### config.mk
export PLATFORM = sky130hd
export DESIGN_NAME = param_core
export DESIGN_NICKNAME = d
export VERILOG_FILES = /design/src/rtl/param_core.sv
export SDC_FILE = /design/constraint.sdc
export NUM_CORES = 1
export LEC_CHECK = 0
export CORE_MARGIN = 4
export CORE_UTILIZATION = 45
export DETAILED_ROUTE_END_ITERATION = 10
export PLACE_DENSITY = 0.61
export SYNTH_ARGS = -nofsm -noshare
export SYNTH_HDL_FRONTEND = slang
export SYNTH_SLANG_ARGS = --single-unit
### constraint.sdc
create_clock -name clk -period 5 [get_ports clk]
set_input_delay 0.5 -clock clk [delete_from_list [all_inputs] [get_ports clk]]
set_output_delay 0.5 -clock clk [all_outputs]
set_load 0.02 [all_outputs]
### src/rtl/param_core.sv
// param_core: small parameterised register-machine core.
//
// Executes 4-bit-opcode instructions against a REG_N x DATA_W register file.
// Most ops commit on the accepting edge. MUL is an iterative shift-add that
// takes DATA_W cycles. OUT hands a register value to a downstream consumer.
//
// Ports:
//   clk, rst          clock, synchronous active-high reset
//   instr             {op[3:0], rd[RAW-1:0], rs[RAW-1:0]}; imm = rs zero-extended
//   instr_valid/ready instruction handshake
//   out_data/valid    value emitted by OUT
//   out_ready         consumer accepts out_data
//   flag_z, flag_c    zero and carry/borrow flags
//   busy              MUL in progress
//   halted            core stopped by HALT until reset
//   illegal           one-cycle pulse after a reserved opcode is accepted
//   dbg_state         current FSM state (0 RUN, 1 MUL, 2 HALT)
//
// Handshake: a transfer happens on a rising edge where valid && ready are both
// high. The producer holds its payload stable while valid && !ready. Ready is
// never a function of valid.

module param_core #(
    parameter int DATA_W = 8,
    parameter int REG_N  = 16,
    localparam int RAW   = $clog2(REG_N),
    localparam int IW    = 4 + 2 * RAW
) (
    input  logic              clk,
    input  logic              rst,
    input  logic [IW-1:0]     instr,
    input  logic              instr_valid,
    output logic              instr_ready,
    output logic [DATA_W-1:0] out_data,
    output logic              out_valid,
    input  logic              out_ready,
    output logic              flag_z,
    output logic              flag_c,
    output logic              busy,
    output logic              halted,
    output logic              illegal,
    output logic [1:0]        dbg_state
);

    localparam int CW = $clog2(DATA_W);

    localparam logic [3:0] OP_NOP  = 4'h0;
    localparam logic [3:0] OP_ADD  = 4'h1;
    localparam logic [3:0] OP_SUB  = 4'h2;
    localparam logic [3:0] OP_LDI  = 4'h3;
    localparam logic [3:0] OP_MOV  = 4'h4;
    localparam logic [3:0] OP_AND  = 4'h5;
    localparam logic [3:0] OP_OR   = 4'h6;
    localparam logic [3:0] OP_XOR  = 4'h7;
    localparam logic [3:0] OP_SHL  = 4'h8;
    localparam logic [3:0] OP_SHR  = 4'h9;
    localparam logic [3:0] OP_CMP  = 4'hA;
    localparam logic [3:0] OP_OUT  = 4'hB;
    localparam logic [3:0] OP_MUL  = 4'hC;
    localparam logic [3:0] OP_HALT = 4'hD;

    typedef enum logic [1:0] {
        ST_RUN  = 2'd0,
        ST_MUL  = 2'd1,
        ST_HALT = 2'd2
    } state_t;

    state_t state_q, state_d;

    logic [DATA_W-1:0]   regs_q [REG_N];
    logic [DATA_W-1:0]   regs_d [REG_N];
    logic                flag_z_q, flag_z_d;
    logic                flag_c_q, flag_c_d;
    logic [DATA_W-1:0]   out_data_q, out_data_d;
    logic                out_valid_q, out_valid_d;
    logic                illegal_q, illegal_d;

    // MUL datapath: multiplicand shifts left, multiplier shifts right, and the
    // accumulator adds the multiplicand whenever the multiplier LSB is set.
    logic [2*DATA_W-1:0] mul_mcand_q, mul_mcand_d;
    logic [DATA_W-1:0]   mul_mplier_q, mul_mplier_d;
    logic [2*DATA_W-1:0] mul_acc_q, mul_acc_d;
    logic [RAW-1:0]      mul_rd_q, mul_rd_d;
    logic [CW-1:0]       mul_cnt_q, mul_cnt_d;

    logic [3:0]          op;
    logic [RAW-1:0]      rd_idx, rs_idx;
    logic [DATA_W-1:0]   rd_val, rs_val, imm;
    logic [DATA_W:0]     sum_w, diff_w;
    logic [2*DATA_W-1:0] mul_sum;
    logic                mul_last;
    logic                accept;

    assign op     = instr[IW-1 -: 4];
    assign rd_idx = instr[2*RAW-1 -: RAW];
    assign rs_idx = instr[RAW-1:0];
    assign rd_val = regs_q[rd_idx];
    assign rs_val = regs_q[rs_idx];
    assign imm    = DATA_W'(rs_idx);

    // Top bit of the widened add is the carry; of the widened subtract, the borrow.
    assign sum_w  = {1'b0, rd_val} + {1'b0, rs_val};
    assign diff_w = {1'b0, rd_val} - {1'b0, rs_val};

    assign mul_sum  = mul_acc_q + (mul_mplier_q[0] ? mul_mcand_q : '0);
    assign mul_last = (state_q == ST_MUL) && (mul_cnt_q == CW'(DATA_W - 1));

    assign accept = instr_valid && instr_ready;

    // ---------------- FSM: state register ----------------
    always_ff @(posedge clk) begin
        if (rst) begin
            state_q <= ST_RUN;
        end else begin
            state_q <= state_d;
        end
    end

    // ---------------- FSM: next state ----------------
    always_comb begin
        state_d = state_q;
        case (state_q)
            ST_RUN: begin
                if (accept && op == OP_MUL) begin
                    state_d = ST_MUL;
                end else if (accept && op == OP_HALT) begin
                    state_d = ST_HALT;
                end
            end
            ST_MUL: begin
                if (mul_last) begin
                    state_d = ST_RUN;
                end
            end
            ST_HALT: state_d = ST_HALT;
            default: state_d = ST_RUN;
        endcase
    end

    // ---------------- FSM: outputs ----------------
    // Accept only in RUN and only when an accepted OUT could land in the
    // output register this same edge.
    always_comb begin
        instr_ready = (state_q == ST_RUN) && (!out_valid_q || out_ready);
        busy        = (state_q == ST_MUL);
        halted      = (state_q == ST_HALT);
        dbg_state   = state_q;
    end

    // ---------------- datapath next-state ----------------
    always_comb begin
        regs_d       = regs_q;
        flag_z_d     = flag_z_q;
        flag_c_d     = flag_c_q;
        out_data_d   = out_data_q;
        // A pending output drains in every state, including HALT.
        out_valid_d  = out_valid_q && !out_ready;
        illegal_d    = 1'b0;
        mul_mcand_d  = mul_mcand_q;
        mul_mplier_d = mul_mplier_q;
        mul_acc_d    = mul_acc_q;
        mul_rd_d     = mul_rd_q;
        mul_cnt_d    = mul_cnt_q;

        if (state_q == ST_MUL) begin
            mul_acc_d    = mul_sum;
            mul_mcand_d  = mul_mcand_q << 1;
            mul_mplier_d = mul_mplier_q >> 1;
            mul_cnt_d    = mul_cnt_q + CW'(1);
            if (mul_last) begin
                regs_d[mul_rd_q] = mul_sum[DATA_W-1:0];
                flag_z_d         = (mul_sum[DATA_W-1:0] == '0);
                flag_c_d         = |mul_sum[2*DATA_W-1:DATA_W];
            end
        end

        if (accept) begin
            case (op)
                OP_NOP: ;
                OP_ADD: begin
                    regs_d[rd_idx] = sum_w[DATA_W-1:0];
                    flag_z_d       = (sum_w[DATA_W-1:0] == '0);
                    flag_c_d       = sum_w[DATA_W];
                end
                OP_SUB: begin
                    regs_d[rd_idx] = diff_w[DATA_W-1:0];
                    flag_z_d       = (diff_w[DATA_W-1:0] == '0);
                    flag_c_d       = diff_w[DATA_W];
                end
                OP_LDI: begin
                    regs_d[rd_idx] = imm;
                    flag_z_d       = (imm == '0);
                end
                OP_MOV: begin
                    regs_d[rd_idx] = rs_val;
                    flag_z_d       = (rs_val == '0);
                end
                OP_AND: begin
                    regs_d[rd_idx] = rd_val & rs_val;
                    flag_z_d       = ((rd_val & rs_val) == '0);
                end
                OP_OR: begin
                    regs_d[rd_idx] = rd_val | rs_val;
                    flag_z_d       = ((rd_val | rs_val) == '0);
                end
                OP_XOR: begin
                    regs_d[rd_idx] = rd_val ^ rs_val;
                    flag_z_d       = ((rd_val ^ rs_val) == '0);
                end
                OP_SHL: begin
                    regs_d[rd_idx] = {rd_val[DATA_W-2:0], 1'b0};
                    flag_z_d       = (rd_val[DATA_W-2:0] == '0);
                    flag_c_d       = rd_val[DATA_W-1];
                end
                OP_SHR: begin
                    regs_d[rd_idx] = {1'b0, rd_val[DATA_W-1:1]};
                    flag_z_d       = (rd_val[DATA_W-1:1] == '0);
                    flag_c_d       = rd_val[0];
                end
                OP_CMP: begin
                    flag_z_d = (diff_w[DATA_W-1:0] == '0);
                    flag_c_d = diff_w[DATA_W];
                end
                OP_OUT: begin
                    // A new OUT replaces a value being handed off this edge.
                    out_data_d  = rd_val;
                    out_valid_d = 1'b1;
                end
                OP_MUL: begin
                    mul_mcand_d  = {{DATA_W{1'b0}}, rd_val};
                    mul_mplier_d = rs_val;
                    mul_acc_d    = '0;
                    mul_rd_d     = rd_idx;
                    mul_cnt_d    = '0;
                end
                OP_HALT: ;
                default: illegal_d = 1'b1;  // reserved opcodes act as NOP
            endcase
        end
    end

    // ---------------- datapath registers ----------------
    always_ff @(posedge clk) begin
        if (rst) begin
            for (int i = 0; i < REG_N; i++) begin
                regs_q[i] <= '0;
            end
            flag_z_q     <= 1'b0;
            flag_c_q     <= 1'b0;
            out_data_q   <= '0;
            out_valid_q  <= 1'b0;
            illegal_q    <= 1'b0;
            mul_mcand_q  <= '0;
            mul_mplier_q <= '0;
            mul_acc_q    <= '0;
            mul_rd_q     <= '0;
            mul_cnt_q    <= '0;
        end else begin
            regs_q       <= regs_d;
            flag_z_q     <= flag_z_d;
            flag_c_q     <= flag_c_d;
            out_data_q   <= out_data_d;
            out_valid_q  <= out_valid_d;
            illegal_q    <= illegal_d;
            mul_mcand_q  <= mul_mcand_d;
            mul_mplier_q <= mul_mplier_d;
            mul_acc_q    <= mul_acc_d;
            mul_rd_q     <= mul_rd_d;
            mul_cnt_q    <= mul_cnt_d;
        end
    end

    assign out_data  = out_data_q;
    assign out_valid = out_valid_q;
    assign flag_z    = flag_z_q;
    assign flag_c    = flag_c_q;
    assign illegal   = illegal_q;

endmodule

==> out/results.txt <==
Reg clk slew, reported paths: 80 ps
CP max FO: 6
design area: 18400 µm²
Post-Synthesis Cells: 2145
Final Hold Fails: 0
fin crit share: 0.939
Die Area: 39000 µm²
status: finished clean
critical path's largest stage delay: 530 ps
Post-Route WL: 85200 µm
leading area contributor after synthesis: dfxtp_1
H-Tree Depth: 4
I/O Pins: 33
Vias/cell: 7.17
Pleak: 6.66 nW
Area growth, synth to finish: 14.0%
RSZ-0062 raised after global routing: no
die height: 197 µm
placed cell count: 2640
cts hold-fix bufs: 0
yosys warns: 0
Critical Path AT: 5010 ps
hold slack final: 353 ps
initial antenna violation count: 3
crit path capture type: register
routed len/inst: 31.9 µm
vias: 19200
routability cong.: 1.05
Total GRT Usage: 0.423
Starting Density: 0.455
global route overflow: 0
Root Driver: clkbuf_16
Die X: 197 µm
ranking of synthesized cells by area: dfxtp_1 23%, mux4_2 9.1%, a21oi_1 8.6%
CP dominant cell by count: buf_4
Nets: 2258
Post-Syn Nets: 2205
Yosys cell types: 88
setup violators final: 0
clock sink total: 189
CP top delay family: compound AO/OA/AOI/OAI gates
# DRC: 0
Resized cells post-CTS: 0
worst path cell trace: buf_2 -> mux4_2 -> mux2i_1 -> a21oi_1 -> ha_1 -> fa_1 -> a21o_1 -> a21oi_1 -> buf_4 -> xnor2_1 -> o21ai_0 -> a21oi_1 -> buf_4 -> nand2_1 -> buf_4 -> a2111oi_0 -> buf_4 -> a221oi_1
number of global-route vias before repair: 17500
dpl hpwl: 63200 µm
Post-DRT Antenna Nets: 0
Fillers: 3500
slowest library cell on the worst path: mux4_2
first-pass GRT wire length: 122000 µm
IO buf count: 32
post-placement cell area: 17800 µm²
setup tns final: 0 ps
layout cells sized above 1: 0.167
pre-CTS WS: 2.11 ps
f_max: 213 MHz
max_cap viols: 0
CTS max path bufs: 2
Clock Skew: 16.3 ps
CTS Buf Count: 17
Synth Register Bits: 189
Slew headroom: 0.166
Post-Syn Area: 16100 µm²
number of synthesized flops with an enable pin: 0
Slew Limit Fails: 0
average size of a mapped cell: 7.53 µm²
Data required, critical path: 5310 ps
worst hold path type: in2reg
drt pass-1 iters: 8
Async S/R FF share, synth: 0
FP Rows: 69
CP Class: in2reg
postcts setup bufs: 0
CTS tree: done
Slew @ Worst Pin: 1240 ps
worst setup margin: 307 ps
part of the Yosys area used for sequential elements: 0.234
Synth Flop Type: dfxtp_1
Worst VDD drop: 0.245 mV
Yosys top cell area share: 0.234
floorplan core area: 35500 µm²
Finished Layout Cells: 2674
startpoint type of the worst setup path: input port
worst path bufs/invs: 5
clk_lat worst skew: 480 ps
largest net degree at the start of global routing: 66
power density over cell area: 213 nW/µm²
post-layout min period: 4690 ps
drt first-iter violations: 3281
==> logic make-up after synthesis <==
group | after synthesis | share of synthesized area
AO/OA/AOI/OAI | 776 | 0.319
XOR/XNOR | 26 | 0.0141
adder cells (fa/ha/maj) | 44 | 0.0355
buffers and inverters | 236 | 0.0659
flip-flops | 189 | 0.234
multiplexers | 107 | 0.117
AND/OR/NAND/NOR | 767 | 0.215
==> tightest hold or removal path, stage by stage <==
cell and delay, ps:
buf_2 150, nand2_1 70, a21oi_1 50
==> cell type report <==
| cell class | instances | area (µm²) | area share |
|---|---|---|---|
| Tap cell | 461 | 577 | 0.0313 |
| Antenna cell | 2 | 5.00 | 0.000272 |
| Sequential cell | 189 | 3780 | 0.206 |
| Multi-Input combinational cell | 1720 | 11400 | 0.619 |
| Inverter | 30 | 113 | 0.00612 |
| Clock inverter | 15 | 160 | 0.00870 |
| Clock buffer | 17 | 425 | 0.0231 |
| Timing Repair Buffer | 240 | 1940 | 0.106 |
==> metrics by stage <==
step	power [W]	util
2_1_floorplan	0.00207	-
3_3_place_gp	0.00244	0.502
3_5_place_dp	0.00244	0.502
4_1_cts	0.00387	0.518
5_1_grt	0.00400	0.518
6_report	0.00391	0.519
==> cells in the mapped netlist, drive strengths merged (17+ instances only) <==
cell,count
dfxtp,189
ha,41
and3,19
a22oi,18
clkbuf,142
a2111oi,24
buf,64
nor2,250
nor3,75
mux4,65
nor4,17
a221oi,115
nor2b,20
a211oi,61
nand3,27
mux2i,38
nand2,265
nand2b,20
inv,29
o21ai,150
and2,24
a21oi,276
==> routing by layer <==
metal  GRT usage  part of all wire
met1       0.579              0.39
met3       0.132              0.14
met5     0.00741                 0
met2       0.611              0.41
met4       0.190             0.056
==> power breakdown <==
group / leakage, nW / total (W) / internal (W) / switching (W)
sequential: 1.53 / 0.00154 / 0.00152 / 0.0000175
combinational: 4.85 / 0.000906 / 0.000302 / 0.000604
clock: 0.284 / 0.00146 / 0.000709 / 0.000755
==> worst paths after layout <==
kind | startpoint | end | slack [ps] | depth (start not counted)
max | instr[4] | regs_q[20] | 310 | 18
min | instr[5] | mul_rd_q[1] | 350 | 3
max reg2reg | regs_q[0] | regs_q[20] | 340 | 17
min reg2reg | mul_acc_q[0] | mul_acc_q[0] | 460 | 2
==> registers in the layout, summed over array words and instances (netlist names) <==
| register | flops |
|---|---|
| flag_c | 1 |
| mul_mplier_q | 8 |
| flag_z | 1 |
| regs_q | 128 |
| mul_acc_q | 16 |
| illegal | 1 |
| mul_mcand_q | 16 |
| out_data | 8 |
| mul_cnt_q | 3 |
| out_valid | 1 |
| dbg_state | 2 |
| mul_rd_q | 4 |
==> placed cells by master (no fill, tap or decap), types with 20 or more instances in the layout <==
cell type | netlist | layout
inv_1 | 28 | 28
mux2i_1 | 38 | 38
buf_4 | 10 | 201
a211oi_1 | 60 | 60
a221oi_1 | 103 | 102
nor2b_1 | 20 | 20
nand3_1 | 27 | 27
clkdlybuf4s50_1 | 0 | 24
nor3_1 | 73 | 65
ha_1 | 41 | 41
mux4_2 | 65 | 65
nand2_1 | 265 | 264
dfxtp_1 | 189 | 189
a2111oi_0 | 21 | 21
and2_1 | 24 | 24
a21oi_1 | 276 | 276
nor2_1 | 249 | 248
o21ai_0 | 144 | 144
(Power assumes the default switching activity.)
